--- src/rtl/mem_access_controller.sv ---
// Initiator for the main-memory port: single-word reads/writes and burst reads,
// one valid/ready response per word, out-of-range requests rejected without access.
//
// state    | meaning
// IDLE     | waiting for a request, req_ready high
// RD_ISSUE | mem_addr presented, memory samples it on the next edge
// RD_CAP   | memory output valid, captured into rsp_rdata on the next edge
// WR       | mem_we high for this single cycle
// RESP     | response held until rsp_ready
module mem_access_controller #(
    parameter int ADDR_W    = 16,
    parameter int DATA_W    = 16,
    parameter int MEM_DEPTH = 16384,
    parameter int LEN_W     = 4
) (
    input  logic              clk,
    input  logic              reset,
    input  logic              req_valid,
    output logic              req_ready,
    input  logic              req_write,
    input  logic [ADDR_W-1:0] req_addr,
    input  logic [DATA_W-1:0] req_wdata,
    input  logic [LEN_W-1:0]  req_len,
    output logic              rsp_valid,
    input  logic              rsp_ready,
    output logic [DATA_W-1:0] rsp_rdata,
    output logic              rsp_last,
    output logic              rsp_err,
    output logic [ADDR_W-1:0] mem_addr,
    output logic [DATA_W-1:0] mem_wdata,
    output logic              mem_we,
    input  logic [DATA_W-1:0] mem_rdata
);

    typedef enum logic [2:0] {IDLE, RD_ISSUE, RD_CAP, WR, RESP} state_t;

    localparam logic [ADDR_W:0] DEPTH = (ADDR_W+1)'(MEM_DEPTH);

    state_t             state;
    logic [LEN_W-1:0]   remaining;
    logic [ADDR_W:0]    end_addr;
    logic               out_of_range;

    // One extra bit so the last word of a burst can never wrap past the top.
    assign end_addr     = {1'b0, req_addr} + (req_write ? '0 : (ADDR_W+1)'(req_len));
    assign out_of_range = (end_addr >= DEPTH);
    assign req_ready    = (state == IDLE);

    always_ff @(posedge clk) begin
        if (reset) begin
            state     <= IDLE;
            remaining <= '0;
            mem_addr  <= '0;
            mem_wdata <= '0;
            mem_we    <= 1'b0;
            rsp_valid <= 1'b0;
            rsp_rdata <= '0;
            rsp_last  <= 1'b0;
            rsp_err   <= 1'b0;
        end else begin
            case (state)
                IDLE: begin
                    if (req_valid) begin
                        if (out_of_range) begin
                            remaining <= '0;
                            rsp_valid <= 1'b1;
                            rsp_err   <= 1'b1;
                            rsp_last  <= 1'b1;
                            rsp_rdata <= '0;
                            state     <= RESP;
                        end else if (req_write) begin
                            remaining <= '0;
                            mem_addr  <= req_addr;
                            mem_wdata <= req_wdata;
                            mem_we    <= 1'b1;
                            state     <= WR;
                        end else begin
                            remaining <= req_len;
                            mem_addr  <= req_addr;
                            state     <= RD_ISSUE;
                        end
                    end
                end
                RD_ISSUE: state <= RD_CAP;
                RD_CAP: begin
                    rsp_rdata <= mem_rdata;
                    rsp_valid <= 1'b1;
                    rsp_last  <= (remaining == '0);
                    state     <= RESP;
                end
                WR: begin
                    mem_we    <= 1'b0;
                    rsp_valid <= 1'b1;
                    rsp_last  <= 1'b1;
                    rsp_rdata <= '0;
                    state     <= RESP;
                end
                RESP: begin
                    if (rsp_ready) begin
                        rsp_valid <= 1'b0;
                        if (remaining != '0) begin
                            mem_addr  <= mem_addr + 1'b1;
                            remaining <= remaining - 1'b1;
                            state     <= RD_ISSUE;
                        end else begin
                            rsp_err <= 1'b0;
                            state   <= IDLE;
                        end
                    end
                end
                default: state <= IDLE;
            endcase
        end
    end

endmodule

--- config.mk ---
export PLATFORM = sky130hd
export DESIGN_NAME = mem_access_controller
export DESIGN_NICKNAME = d
export VERILOG_FILES = /design/src/rtl/mem_access_controller.sv
export SDC_FILE = /design/constraint.sdc
export NUM_CORES = 1
export LEC_CHECK = 0
export CORE_MARGIN = 3
export CORE_UTILIZATION = 41
export CTS_BUF_LIST = sky130_fd_sc_hd__clkbuf_8
export DETAILED_ROUTE_END_ITERATION = 10
export PLACE_DENSITY = 0.78
export RECOVER_POWER = 25
export SLEW_MARGIN = 20
export SYNTH_ARGS = -nofsm -noshare
export SYNTH_HDL_FRONTEND = slang
export SYNTH_SLANG_ARGS = --single-unit
--- constraint.sdc ---
create_clock -name clk -period 2.3 [get_ports clk]
set_input_delay 0.23 -clock clk [delete_from_list [all_inputs] [get_ports clk]]
set_output_delay 0.23 -clock clk [all_outputs]
set_load 0.01 [all_outputs]
==> flow_summary.yaml <==
timing:
  tightest_slew_ps: 582.7
  rsz0062_at_grt: "no"
  layout_min_cycle_time_ps: 2204
  fmax_mhz: 453.7
  maxSlewViolCount: 0
  min_period_over_period: 0.9584
  finalSetupViolations: 0
  hold_viol: 0
  relSlewSlack: 0.6115
  fin_ws_ps: 95.77
  setup_tns_ps: 0
  skew_ps: 7.772
clocking:
  root_buffer: "clkbuf_8"
  clock_path_buffers: 2
  cts_buffers: 9
  clk_pin_slew_ps: 70
  insertion_delay_ps: 330
  htreeDepth: 3
  cts_tree: "built"
  cts.sinks: 59
final_layout:
  fin_cells: 560
  n_antenna_cell: 0
  seqCellArea_um2: 1181
  drive_gt1_frac: 0.1422
  n_fill_cell: 559
  syn2layout_area_growth_pct: 54.64
  design_area_um2: 4526
  fin_nets: 523
  multi_input_area_um2: 1639
grt:
  grt_pass1_vias: 2889
  antenna_found_initial: 0
  grt.total_usage: 0.2064
  gr-total-overflow: 0
  grt_max_degree: 44
  grt_first_pass_wirelength_um: 14000
  top_usage_layer: "met2"
  met1_usage: 0.2675
  use_met3: 0.05417
  met2_usage: 0.3385
placed_design:
  dp_slack_ps: -470.6
  hpwl_um: 5899
  dpl.cell_count: 540
  gp_congestion: 0.8439
  numPortBuffers: 109
  placed_cell_area_um2: 4213
critical_path:
  startpoint_type: "primary input"
  required_ps: 2530
  r2r-end: "mem_addr[7]"
  rrSetupSlack_ps: 350
  crit_arrival_ps: 2440
  crit_fanout: 8
  reg2reg_depth: 7
  critPathKind: "in -> reg"
  regToRegStartpoint: "state[2]"
  worstSetupEndpointType: "flip-flop"
die:
  die_w_um: 90.49
  num_io_pins: 110
  initial_utilization: 0.4260
  dieArea_um2: 8188
  fp.dieH_um: 90.49
  row_count: 30
  core_um2: 6869
yosys:
  synth_area_leader_cell: "dfxtp_1"
  ys_warn_count: 0
  syn_inst: 337
  ys_seq_elements: 59
  ys_types: 51
  synthTopCellsByCount: "dfxtp_1 (59), nand2_1 (54), a21oi_1 (30)"
  synth.most_common_cell: "dfxtp_1"
  synth_top_area_share: 0.4036
  async_flop_share: 0
  syn_area_um2: 2927
  avgSynthCellArea_um2: 8.684
  synth_edf_count: 0
  yosys-top-cells-area: "dfxtp_1 (40%), nand2_1 (6.9%), mux2i_1 (5.8%)"
  seq_area_frac_synth: 0.4036
  syn_nets: 401
  ys.flop_type: "dfxtp_1"
status:
  status: "finished clean"
routing:
  first_iter_violations: 168
  drc: 0
  ant_nets: 0
  vias_per_cell: 5.336
  post_drt_wl_per_cell_um: 14.90
  firstDrtPassIters: 5
  drt-total-wl_um: 8343
  via_count: 2988
job:
  maxCapViolations: 0
pwr:
  p_total_mw: 2.930
  power.density_nw_per_um2: 647.3
  p_leak_nw: 1.781
  vdd_drop_max_v: 0.0003515
hold_path:
  hold_end: "mem_wdata[6]"
  min_path_cells: 3
  min_from: "req_wdata[6]"
  hp-class: "in -> reg"
-- final cells by class --
class | count | area share
clock buffers | 10 | 0.03041
flip-flops and latches | 59 | 0.2610
repair buffers | 134 | 0.2953
inverters | 6 | 0.004977
multi-input cells | 249 | 0.3622
clock inverters | 6 | 0.01963
well taps | 96 | 0.02654
-- sequential cells by signal (all words and copies together), names as in the netlist --
name / flops
mem_addr: 16
mem_wdata: 16
mem_we: 1
remaining: 4
rsp_err: 1
rsp_last: 1
rsp_rdata: 16
rsp_valid: 1
state: 3
-- stage by stage --
step                      hold WS [ps]    util
after floorplan                  362.9       -
after global placement           442.5  0.6133
after detailed placement         448.3  0.6133
after CTS                        438.2  0.6577
after global routing             449.3  0.6588
final                            448.8  0.6588
-- metal layers --
layer  up-vias  part of all wire
li1       1484                 -
met1      1396              0.44
met2        98              0.49
met3        10             0.059
met4         0             0.012
met5         -                 0
-- worst max-delay path, stage by stage --
cell and delay, ps:
clkdlybuf4s50_1 440, buf_4 150, ha_1 260, a21oi_1 70
o211ai_1 430, o2111a_2 300, o31ai_4 80, buf_6 150
buf_12 130, a22o_1 190
-- logic make-up after synthesis --
group                    count (synthesis)  share of synthesized area
flip-flops                              59                     0.4036
adder cells (fa/ha/maj)                  7                    0.03249
XOR/XNOR                                 1                   0.002993
multiplexers                            18                    0.06199
AO/OA/AOI/OAI                           94                     0.2274
buffers and inverters                   29                    0.05130
AND/OR/NAND/NOR                        129                     0.2202
-- cell usage in the layout (no fill, tap or decap), types with 3 or more instances in the layout --
cell / netlist / routed
mux2i_1: 17 / 17
a21oi_1: 30 / 30
nand2b_1: 3 / 3
a22o_1: 16 / 16
inv_1: 6 / 6
clkbuf_8: 0 / 10
or2_0: 3 / 3
nand2_1: 54 / 54
a21o_1: 5 / 5
nand3_1: 4 / 4
nand4_1: 6 / 6
o211ai_1: 4 / 4
dfxtp_1: 59 / 59
nor3_1: 12 / 12
buf_4: 0 / 20
dlygate4sd2_1: 0 / 3
nor2_1: 21 / 21
ha_1: 6 / 5
clkdlybuf4s50_1: 0 / 78
o21ai_0: 10 / 10
nor4_1: 3 / 3
buf_12: 1 / 3
o32ai_1: 6 / 6
o221a_2: 4 / 4
dlygate4sd3_1: 0 / 28
a31oi_1: 7 / 7
-- timing repair --
action	CTS	global route
endpoints found under the hold margin	0	0
buffers inserted	3	0
endpoints found under the setup margin	39	18
hold buffers	0	0
gates cloned	1	0
resized for setup	13	2
pin swaps	7	1
-- worst max-delay path by stage --
stage | startpoint | endpoint | slack [ps]
finish | req_addr[1] | rsp_rdata[7] | 100
global route | req_len[1] | rsp_rdata[7] | 20
CTS | req_len[1] | rsp_rdata[7] | 90
detailed placement | req_write | rsp_rdata[6] | -470
global placement | req_len[0] | rsp_rdata[8] | -390
floorplan | req_len[0] | mem_wdata[10] | 10
-- power by group --
part	leakage, nW	switching (mW)	internal, mW
logic	1.19	0.318	0.370
clock network	0.108	0.441	0.639
registers	0.479	0.0734	1.09
total	1.78	0.832	2.10
Note: power is estimated with default switching activity, not from simulation.
